### src/rtl/iir_biquad_param_if.sv
// Sample handshake, clear and status bundle between cascaded iir_biquad_param sections.
interface iir_biquad_param_if #(
    parameter int DATA_W = 16
);
    logic                     clear;
    logic                     in_valid;
    logic                     in_ready;
    logic signed [DATA_W-1:0] x_val;
    logic                     out_valid;
    logic signed [DATA_W-1:0] y_val;
    logic                     ovf;

    modport master (
        output clear, in_valid, x_val,
        input  in_ready, out_valid, y_val, ovf
    );

    modport slave (
        input  clear, in_valid, x_val,
        output in_ready, out_valid, y_val, ovf
    );
endinterface

### src/rtl/iir_biquad_param.sv
// Direct-form-I biquad: three-cycle IDLE/CALC/SAT sequencer, wide accumulator,
// scaling shift, output clamp with sticky overflow flag.
module iir_biquad_param #(
    parameter int DATA_W = 16,
    parameter int COEF_W = 16,
    parameter int SHIFT  = 0,
    parameter int B0     = 3,
    parameter int B1     = 0,
    parameter int B2     = 0,
    parameter int A1     = 2,
    parameter int A2     = 0
) (
    input  logic               clk,
    input  logic               rst,
    iir_biquad_param_if.slave  bus
);
    localparam int ACC_W = DATA_W + COEF_W + 3;

    typedef enum logic [1:0] {
        IDLE = 2'd0,
        CALC = 2'd1,
        SAT  = 2'd2
    } state_e;

    localparam logic signed [COEF_W-1:0] B0_C = COEF_W'(B0);
    localparam logic signed [COEF_W-1:0] B1_C = COEF_W'(B1);
    localparam logic signed [COEF_W-1:0] B2_C = COEF_W'(B2);
    localparam logic signed [COEF_W-1:0] A1_C = COEF_W'(A1);
    localparam logic signed [COEF_W-1:0] A2_C = COEF_W'(A2);

    localparam logic signed [ACC_W-1:0] Y_MAX = {{(ACC_W-DATA_W+1){1'b0}}, {(DATA_W-1){1'b1}}};
    localparam logic signed [ACC_W-1:0] Y_MIN = {{(ACC_W-DATA_W+1){1'b1}}, {(DATA_W-1){1'b0}}};

    function automatic logic signed [ACC_W-1:0] sext_d(input logic signed [DATA_W-1:0] v);
        return {{(ACC_W-DATA_W){v[DATA_W-1]}}, v};
    endfunction

    function automatic logic signed [ACC_W-1:0] sext_c(input logic signed [COEF_W-1:0] v);
        return {{(ACC_W-COEF_W){v[COEF_W-1]}}, v};
    endfunction

    function automatic logic out_of_range(input logic signed [ACC_W-1:0] v);
        return (v > Y_MAX) || (v < Y_MIN);
    endfunction

    function automatic logic signed [DATA_W-1:0] clamp(input logic signed [ACC_W-1:0] v);
        logic signed [DATA_W-1:0] r;
        if (v > Y_MAX) begin
            r = {1'b0, {(DATA_W-1){1'b1}}};
        end else if (v < Y_MIN) begin
            r = {1'b1, {(DATA_W-1){1'b0}}};
        end else begin
            r = v[DATA_W-1:0];
        end
        return r;
    endfunction

    state_e                   state_q, state_d;
    logic signed [DATA_W-1:0] x0_q, x0_d;
    logic signed [DATA_W-1:0] x1_q, x1_d;
    logic signed [DATA_W-1:0] x2_q, x2_d;
    logic signed [DATA_W-1:0] y1_q, y1_d;
    logic signed [DATA_W-1:0] y2_q, y2_d;
    logic signed [ACC_W-1:0]  acc_q, acc_d;
    logic signed [DATA_W-1:0] y_val_q, y_val_d;
    logic                     out_valid_q, out_valid_d;
    logic                     ovf_q, ovf_d;

    logic signed [ACC_W-1:0]  acc_sum_s;
    logic signed [ACC_W-1:0]  res_s;
    logic signed [DATA_W-1:0] y_sat_s;
    logic                     sat_s;

    // Datapath: accumulator sum from current history and scaled/clamped result.
    always_comb begin
        acc_sum_s = sext_c(B0_C) * sext_d(x0_q)
                  + sext_c(B1_C) * sext_d(x1_q)
                  + sext_c(B2_C) * sext_d(x2_q)
                  - sext_c(A1_C) * sext_d(y1_q)
                  - sext_c(A2_C) * sext_d(y2_q);
        res_s     = acc_q >>> SHIFT;
        y_sat_s   = clamp(res_s);
        sat_s     = out_of_range(res_s);
    end

    // Sequencer and history update; clear overrides everything else.
    always_comb begin
        state_d     = state_q;
        x0_d        = x0_q;
        x1_d        = x1_q;
        x2_d        = x2_q;
        y1_d        = y1_q;
        y2_d        = y2_q;
        acc_d       = acc_q;
        y_val_d     = y_val_q;
        out_valid_d = 1'b0;
        ovf_d       = ovf_q;
        if (bus.clear) begin
            state_d = IDLE;
            x0_d    = '0;
            x1_d    = '0;
            x2_d    = '0;
            y1_d    = '0;
            y2_d    = '0;
            acc_d   = '0;
            y_val_d = '0;
            ovf_d   = 1'b0;
        end else begin
            case (state_q)
                IDLE: begin
                    if (bus.in_valid) begin
                        x0_d    = bus.x_val;
                        state_d = CALC;
                    end else begin
                        state_d = IDLE;
                    end
                end
                CALC: begin
                    acc_d   = acc_sum_s;
                    state_d = SAT;
                end
                SAT: begin
                    y_val_d     = y_sat_s;
                    out_valid_d = 1'b1;
                    x2_d        = x1_q;
                    x1_d        = x0_q;
                    y2_d        = y1_q;
                    y1_d        = y_sat_s;
                    ovf_d       = ovf_q | sat_s;
                    state_d     = IDLE;
                end
                default: begin
                    state_d = IDLE;
                end
            endcase
        end
    end

    // State and history registers.
    always_ff @(posedge clk or posedge rst) begin
        if (rst) begin
            state_q     <= IDLE;
            x0_q        <= '0;
            x1_q        <= '0;
            x2_q        <= '0;
            y1_q        <= '0;
            y2_q        <= '0;
            acc_q       <= '0;
            y_val_q     <= '0;
            out_valid_q <= 1'b0;
            ovf_q       <= 1'b0;
        end else begin
            state_q     <= state_d;
            x0_q        <= x0_d;
            x1_q        <= x1_d;
            x2_q        <= x2_d;
            y1_q        <= y1_d;
            y2_q        <= y2_d;
            acc_q       <= acc_d;
            y_val_q     <= y_val_d;
            out_valid_q <= out_valid_d;
            ovf_q       <= ovf_d;
        end
    end

    assign bus.in_ready  = (state_q == IDLE);
    assign bus.out_valid = out_valid_q;
    assign bus.y_val     = y_val_q;
    assign bus.ovf       = ovf_q;
endmodule

### src/flat_wrapper.sv
// flat-port wrapper written by rule: the top's interface ports become plain ports
module iir_biquad_param_flat 
#(
    parameter int DATA_W = 16,
    parameter int COEF_W = 16,
    parameter int SHIFT  = 0,
    parameter int B0     = 3,
    parameter int B1     = 0,
    parameter int B2     = 0,
    parameter int A1     = 2,
    parameter int A2     = 0
)
  (clk, rst, bus_clear, bus_in_valid, bus_x_val, bus_in_ready, bus_out_valid, bus_y_val, bus_ovf);
  iir_biquad_param_if #(.DATA_W(DATA_W)) bus_i ();
  input  logic clk;
  input  logic rst;
  input wire logic [$bits(bus_i.clear)-1:0] bus_clear;
  input wire logic [$bits(bus_i.in_valid)-1:0] bus_in_valid;
  input wire logic [$bits(bus_i.x_val)-1:0] bus_x_val;
  output wire logic [$bits(bus_i.in_ready)-1:0] bus_in_ready;
  output wire logic [$bits(bus_i.out_valid)-1:0] bus_out_valid;
  output wire logic [$bits(bus_i.y_val)-1:0] bus_y_val;
  output wire logic [$bits(bus_i.ovf)-1:0] bus_ovf;
  assign bus_i.clear = bus_clear;
  assign bus_i.in_valid = bus_in_valid;
  assign bus_i.x_val = bus_x_val;
  assign bus_in_ready = bus_i.in_ready;
  assign bus_out_valid = bus_i.out_valid;
  assign bus_y_val = bus_i.y_val;
  assign bus_ovf = bus_i.ovf;
  iir_biquad_param #(.DATA_W(DATA_W), .COEF_W(COEF_W), .SHIFT(SHIFT), .B0(B0), .B1(B1), .B2(B2), .A1(A1), .A2(A2)) u_core (.clk(clk), .rst(rst), .bus(bus_i));
endmodule
### config.mk
export PLATFORM = sky130hd
export DESIGN_NAME = iir_biquad_param_flat
export DESIGN_NICKNAME = d
export VERILOG_FILES = /design/src/rtl/iir_biquad_param_if.sv /design/src/rtl/iir_biquad_param.sv /design/src/flat_wrapper.sv
export SDC_FILE = /design/constraint.sdc
export NUM_CORES = 1
export LEC_CHECK = 0
export ABC_AREA = 1
export CORE_ASPECT_RATIO = 1.2
export CORE_UTILIZATION = 25
export DETAILED_ROUTE_END_ITERATION = 12
export PLACE_DENSITY = 0.39
export SETUP_SLACK_MARGIN = 0.15
export SLEW_MARGIN = 25
export SYNTH_ARGS = -nofsm -noshare
export SYNTH_HDL_FRONTEND = slang
export SYNTH_SLANG_ARGS = --single-unit
### constraint.sdc
create_clock -name clk -period 3.6 [get_ports clk]
set_input_delay 0.9 -clock clk [delete_from_list [all_inputs] [get_ports clk]]
set_output_delay 0.9 -clock clk [all_outputs]
set_load 0.02 [all_outputs]
Word-level counts from Yosys, hierarchy flattened
Index checks and enable logic that the tools add are counted.
- output and inout port bits: 19
- input port bits: 20
- register bits after elaboration: 71
- magnitude comparators: 2
- reduce and logical (&&, ||, !) cells: 7
- multipliers: 1
- add/sub/neg operators: 1
- bitwise operators: 1
- multiplexer cells: 16
- equality and inequality tests: 2
- operator list (kind ; number):
    $mux W16 ; 7
    $mux W35 ; 2
    $gt A35 B16 Y1 const B ; 1
    $lt A35 B16 Y1 const B ; 1
    $sub A19 B17 Y20 ; 1
    $mul A3 B16 Y19 const A ; 1
    $reduce_bool A2 Y1 ; 4
    $mux W1 ; 5
    $pmux W2 S2 ; 1
    $eq A2 B1 Y1 const B ; 1
    $eq A2 B2 Y1 const B ; 1
    $logic_not A2 Y1 ; 1
    $mux W2 ; 1
    $reduce_and A2 Y1 ; 1
    $logic_or A1 B1 Y1 ; 1
    $or A1 B1 Y1 ; 1

Logic depth before layout (Yosys ltp)
Gate-level depths: netlist of the first run.
- depth in word-level cells: 5
- gate-level depth with buffers: 17
- depth with buffers taken out: 17

Least setup slack after synthesis of the first run
Ideal clock, no wire load.
- path kind: reg-to-reg
- start point: reg, netlist name u_core.bus.y_val[1]
- end point: reg u_core.acc_q[12]
- setup slack: 0.852 ns
- data arrival time: 2.631 ns
- data required time: 3.483 ns
- path buffers: 0
- period minus slack after synthesis: 2.748 ns
- stages on the path, launching flop included: 16
- cell sequence: dfrtp_1 inv_1 ha_1 fa_1 ha_1 inv_1 fa_1 nand3b_1 nand2_1 nand2_1 nand2_1 nand3_1 nand2_1 nand2_1 nand3_1 nand2_1
- RTL lines (element ; line ; source):
    end signal: assignment ; iir_biquad_param.sv:148 ; acc_q <= '0;
    end signal: assignment ; iir_biquad_param.sv:159 ; acc_q <= acc_d;
    end: declaration ; iir_biquad_param.sv:64 ; logic signed [ACC_W-1:0] acc_q, acc_d;

==> impl_metrics.csv, run 1 <==
group,metric,value,unit
floorplanning,die_area,0.0166,mm2
global_routing,grt_pass1_wl,17.4,mm
setup_path,rr_worst_depth,15,
global_routing,grt_use_met3,2.67,%
drt,vias,3189,
drt,ant_nets,0,
sta,setup_ws,802,ps
pwr,clkPwrFrac,24.1,%
synthesis,netlist_area,0.00401,mm2
cts,numCtsBuffers,5,
hold_path,hold-path-cell-count,2,
sta,rsz0062_at_grt,"no",
setup_path,worst_ep_arrival_time,3000,ps
cts,clk_latency,310,ps
sta,maxSlewHeadroom,44.0,%
layout,finalInstanceArea,0.00474,mm2
pwr,netSwitchingPower,0.000816,W
pwr,power_frac_seq,34.7,%
synthesis,synthArstFlopShare,100,%
floorplanning,die_x,118,um
setup_path,end_kind,"flip-flop",
run,cap_viol_max_count,0,
global_routing,antenna_found_initial,0,
floorplanning,io_pins,39,
setup_path,startpoint_type,"flip-flop",
drt,routed_wl,10.3,mm
global_routing,gr-max-usage-layer,"met2",
status,status,"complete, no violations",
sta,hold_violations,0,
setup_path,path_cells,"inv_1, ha_1, fa_1, ha_1, inv_1, fa_1, nand3b_1, nand2_1, nand3_1, nand2_2, nand2_1, nand2_1, nand2_1, nand3_1, nand2_1",
pwr,intPower,0.00122,W
pwr,swShare,40.1,%
setup_path,cp.required,3800,ps
sta,setup_violations,0,
placed_design,io_buffers,38,
layout,mostFrequentLayoutCell,"nand2_1",
synthesis,synth-edff-count,0,
placed_design,dpl_worst_slack,814,ps
layout,antenna_cells,0,
drt,vias_per_cell,4.23,
sta,skew,6.37,ps
layout,drive_gt1_share,9.16,%
setup_path,crit_top_cell,"nand2_1",
setup_path,crit_family,"adder cells",
setup_path,reg2reg_slack,800,ps
placed_design,placed_cell_area,0.00461,mm2
global_routing,grt_use_total,13.6,%
cts,max-clock-path-buffers,2,
sta,min_period_over_period,77.7,%
pwr,total_power,0.00204,W
layout,areaGrowthSynthToFinish,18.2,%
synthesis,syn_nets,576,
setup_path,worstReg2RegEnd,"u_core.acc_q[18]",
cts,cts_tree,"built",
cts,htree_levels,2,
pwr,power.leakage,2.41,nW
cts,cts_hold_buf,0,
drt,drt_iter0_markers,84,
pwr,combPwrFrac,41.2,%
setup_path,crit_path_max_fanout,4,
synthesis,ys_seq_area_share,34.9,%
setup_path,crit_path_top_delay_cell,"fa_1",
floorplanning,initial_core_util,25.6,%
setup_path,max_stage_delay,510,ps
global_routing,grt_pass1_vias,3427,
setup_path,critical_path_class,"flip-flop to flip-flop",
synthesis,synth_seq_cells,56,
drt,routedWlPerCell,13.7,um
drt,dr.pass1.iters,4,
setup_path,crit_buf_inv,2,
cts,cts_sinks,56,
global_routing,met2_usage,24.4,%
synthesis,synthFlopType,"dfrtp_1",
synthesis,syn_inst,506,
sta,tightest_slew,839,ps
synthesis,synth_area_per_cell,7.93,um2
sta,finalMaxSlewViolations,0,
placed_design,dp_hpwl,7.60,mm
cts,ctsResizeCount,0,
drt,drcViolationCount,0,
layout,nNetsFinal,616,
floorplanning,coreArea,0.0156,mm2
global_routing,gr-total-overflow,0,
setup_path,rr_startpoint,"u_core.bus.y_val[1]",
cts,root_buffer,"clkbuf_16",
floorplanning,rows,50,
sta,setup_tns,0,ps
cts,post_cts_buffers,0,
sta,period_minus_slack,2800,ps
placed_design,gp_congestion,0.785,
pwr,ir_drop,156,uV
cts,clk_transition_reported_paths,70,ps
sta,max_freq,0.357,GHz
hold_path,min_to,"u_core.acc_q[13]",
global_routing,use_met1,16.0,%
hold_path,hold_class,"flip-flop to flip-flop",
synthesis,ys_types,31,
hold_path,worstHoldStart,"u_core.acc_q[13]",
floorplanning,die_h,141,um
synthesis,ys_warn_count,0,
pwr,power_density,429,mW/mm2
global_routing,grt_max_degree,57,
layout,mostFrequentLayoutCells,"nand2_1 (122), inv_1 (112), dfrtp_1 (56), clkdlybuf4s50_1 (38), ha_1 (35)",
## power by group through the flow
| stage | registers (W) | logic (W) | clock network (W) |
|---|---|---|---|
| 2_1_floorplan | 0.000721 | 0.000614 | 0 |
| 3_3_place_gp | 0.000719 | 0.000849 | 0 |
| 3_5_place_dp | 0.000719 | 0.000853 | 0 |
| 4_1_cts | 0.000707 | 0.000858 | 0.000522 |
| 5_1_grt | 0.000713 | 0.000977 | 0.000541 |
| 6_report | 0.000706 | 0.000839 | 0.000491 |
## registers in the layout, indices dropped and copies added, names as in the netlist
signal / count
u_core.bus.ovf: 1
u_core.state_q: 2
u_core.bus.y_val: 16
u_core.x0_q: 16
u_core.acc_q: 20
u_core.bus.out_valid: 1
## routing by layer
layer  share of wire, %  vias up  wire [um]
met3                2.5        9        261
met4                1.9        0        199
met2                 51       37       5240
li1                   -     1641          -
met1                 45     1502       4630
met5                  0        -          0
## metrics by stage
step	hold WS [ps]	cells	util [%]
floorplan	444	506	-
global placement	464	747	29.5
detailed placement	474	747	29.5
finish	486	754	30.3
global route	520	754	30.3
CTS	493	754	30.3
## area by class of cell
class / instances / area [um2]
Tap cell: 208 / 260
Fill cell: 1766 / 10900
Sequential cell: 56 / 1400
Clock inverter: 1 / 5.00
Inverter: 118 / 443
Clock buffer: 6 / 129
Multi-Input combinational cell: 324 / 2100
Timing Repair Buffer: 41 / 403
## synthesized netlist by cell type (all sizes together), types with 2 or more instances
cell type	n	area (um2)
nand2	126	483
xor2	2	17.5
nand3	22	120
nor2	27	124
buf	7	60.1
inv	118	443
o21ai	63	390
fa	15	300
nor3	2	21.3
nand3b	6	45.0
a21oi	19	106
dfrtp	56	1400
ha	35	438
## tightest hold or removal path: stages, from the launching register on
cell and delay [ps]:
dfrtp_1 350, nand2_1 50, nand2_1 50
## worst max path at each step
stage	slack, ps	end	cells past startpoint	start
CTS	800	u_core.acc_q[18]	15	u_core.bus.y_val[1]
detailed placement	810	u_core.acc_q[18]	15	u_core.bus.y_val[1]
global placement	850	u_core.acc_q[18]	15	u_core.bus.y_val[1]
global route	540	u_core.acc_q[14]	15	u_core.bus.y_val[1]
finish	800	u_core.acc_q[18]	15	u_core.bus.y_val[1]
floorplan	850	u_core.acc_q[12]	15	u_core.bus.y_val[1]
## logic make-up (layout without fill, tap and decap cells)
group                    Yosys count  in the layout  synth area share (%)
flip-flops                        56             56                  34.9
AO/OA/AOI/OAI                     86             86                  13.2
adder cells (fa/ha/maj)           50             50                  18.4
AND/OR/NAND/NOR                  185            185                  20.1
XOR/XNOR                           3              3                 0.655
buffers and inverters            126            166                  12.7
No activity file was read; power rests on OpenSTA's default activity.
==> run 2, diff against run 1 <==
--- a/config.mk
+++ b/config.mk
@@ -9,7 +9,7 @@
 export CORE_ASPECT_RATIO = 1.2
 export CORE_UTILIZATION = 25
 export DETAILED_ROUTE_END_ITERATION = 12
-export PLACE_DENSITY = 0.39
+export PLACE_DENSITY = 0.41
 export SETUP_SLACK_MARGIN = 0.15
 export SLEW_MARGIN = 25
 export SYNTH_ARGS = -nofsm -noshare
==> constraint.sdc (replaced) <==
create_clock -name clk -period 2.4 [get_ports clk]
set_input_delay 0.6 -clock clk [delete_from_list [all_inputs] [get_ports clk]]
set_output_delay 0.6 -clock clk [all_outputs]
set_load 0.02 [all_outputs]
==> run 2 against run 1 <==
Against the previous run: the run now ends with negative setup slack left; clock power rose by 78%; maximum frequency rose by 8.4%; core utilization rose by 5.9 points; via count rose by 6.8%; worst setup slack got worse by 980 ps; critical endpoint unchanged; largest power group unchanged.
==> impl_metrics.csv, run 2 (synthesis gave the netlist of run 1 again) <==
group,metric,value,unit
sta,skew,12.2,ps
global_routing,grt_pass1_vias,3625,
pwr,power.leakage,2.69,nW
floorplanning,die_area,0.0166,mm2
setup_path,critical_path_class,"flip-flop to flip-flop",
pwr,ir_drop,307,uV
placed_design,gp_congestion,0.845,
sta,min_period_over_period,108,%
global_routing,grt_pass1_wl,17.9,mm
cts,cts_tree,"built",
cts,cts_hold_buf,0,
layout,areaGrowthSynthToFinish,41.2,%
setup_path,rr_startpoint,"u_core.bus.y_val[1]",
layout,drive_gt1_share,34.5,%
setup_path,cp.required,2610,ps
cts,clk_latency,310,ps
global_routing,grt_max_degree,25,
floorplanning,die_h,141,um
drt,vias,3405,
layout,nNetsFinal,660,
layout,regArea,0.00142,mm2
run,cap_viol_max_count,0,
drt,drcViolationCount,0,
drt,dr.pass1.iters,4,
layout,top_register,"u_core.acc_q",
setup_path,startpoint_type,"flip-flop",
global_routing,antenna_found_initial,0,
cts,root_buffer,"clkbuf_16",
cts,clk_transition_reported_paths,80,ps
layout,multi_input_area,0.00258,mm2
setup_path,crit_path_max_fanout,4,
cts,htree_levels,2,
status,status,"finished, violations left",
sta,tightest_slew,877,ps
global_routing,grt_use_total,13.8,%
cts,cts_sinks,56,
placed_design,io_buffers,38,
layout,mostFrequentLayoutCells,"nand2_1 (97), inv_1 (82), dfrtp_1 (41), clkdlybuf4s50_1 (38), buf_4 (37)",
placed_design,dp_hpwl,8.21,mm
drt,routedWlPerCell,13.5,um
setup_path,worst_ep_arrival_time,2790,ps
layout,utilization,36.2,%
sta,setup_tns,-954,ps
sta,maxSlewHeadroom,41.5,%
hold_path,worstHoldStart,"u_core.acc_q[10]",
sta,max_freq,0.388,GHz
sta,rsz0062_at_grt,"yes",
sta,finalMaxSlewViolations,0,
setup_path,reg2reg_slack,-180,ps
layout,largest_reg_flops,20,
cts,numCtsBuffers,5,
drt,vias_per_cell,4.26,
status,violations,"negative setup slack",
sta,setup_ws,-181,ps
pwr,total_power,0.00395,W
layout,mostFrequentLayoutCell,"nand2_1",
sta,period_minus_slack,2580,ps
drt,routed_wl,10.8,mm
pwr,power_density,697,mW/mm2
floorplanning,io_pins,39,
layout,fillers,1639,
floorplanning,coreArea,0.0156,mm2
layout,antenna_cells,0,
cts,max-clock-path-buffers,2,
setup_path,end_kind,"flip-flop",
floorplanning,initial_core_util,25.6,%
floorplanning,rows,50,
hold_path,hold_class,"flip-flop to flip-flop",
floorplanning,die_x,118,um
sta,setup_violations,9,
global_routing,gr-total-overflow,0,
drt,drt_iter0_markers,114,
drt,ant_nets,0,
sta,hold_violations,0,
setup_path,cp-startpoint,"u_core.bus.y_val[1]",
placed_design,dpl_worst_slack,-231,ps
## run 2: critical path, stage by stage, from the launching register on
cell and delay (ps):
dfrtp_2 410, inv_2 70, ha_4 190, fa_1 490
ha_2 180, inv_2 40, fa_2 330, nand3b_1 180
nand2_2 110, nand3_2 90, nand2_4 110, nand2_2 60
nand2_1 70, nand2_1 40, nand3_1 60, nand2_1 50
## run 2: per-stage QoR
step                      cell area (um2)  cells  hold WS, ps
final                                5670    799          478
after CTS                            5410    789          484
after global routing                 5670    799          501
after global placement               5060    772          463
after floorplan                      4240    506          437
after detailed placement             5060    772          458
## run 2: timing repair
action | 4_1_cts | 5_1_grt
pin swaps | 21 | 28
setup endpoints to repair | 15 | 16
gates resized for setup | 37 | 40
setup buffers | 9 | 10
cloned | 0 | 0
## run 2: path summary, 6_finish.rpt
path / endpoint / cells past startpoint
max: u_core.acc_q[18] / 15
min: u_core.acc_q[10] / 2
max reg2reg: u_core.acc_q[18] / 15
min reg2reg: u_core.acc_q[10] / 2
max in group asynchronous: u_core.bus.y_val[7] / 3
min in group asynchronous: u_core.bus.ovf / 2
## run 2: cell type report
cell class / instances / share of cell area [%]
clock inverter: 2 / 0.618
timing repair buffer: 85 / 14.1
sequential: 56 / 25.1
clock buffer: 6 / 2.27
inverter: 118 / 7.82
multi-input combinational: 324 / 45.6
tap: 208 / 4.59
## run 2: routing by layer
metal | GRT usage [%] | wire length [um]
met1 | 16.0 | 4740
met2 | 25.5 | 5620
met3 | 2.35 | 249
met4 | 4.86 | 167
met5 | 0 | 0
## run 2: report_power, final
part / internal (W) / switching (W) / leakage, nW / total [W]
Sequential: 0.00101 / 0.0000485 / 0.740 / 0.00106
Clock: 0.000493 / 0.000380 / 0.0808 / 0.000873
Combinational: 0.000888 / 0.00112 / 1.86 / 0.00201
Total: 0.00240 / 0.00155 / 2.69 / 0.00395
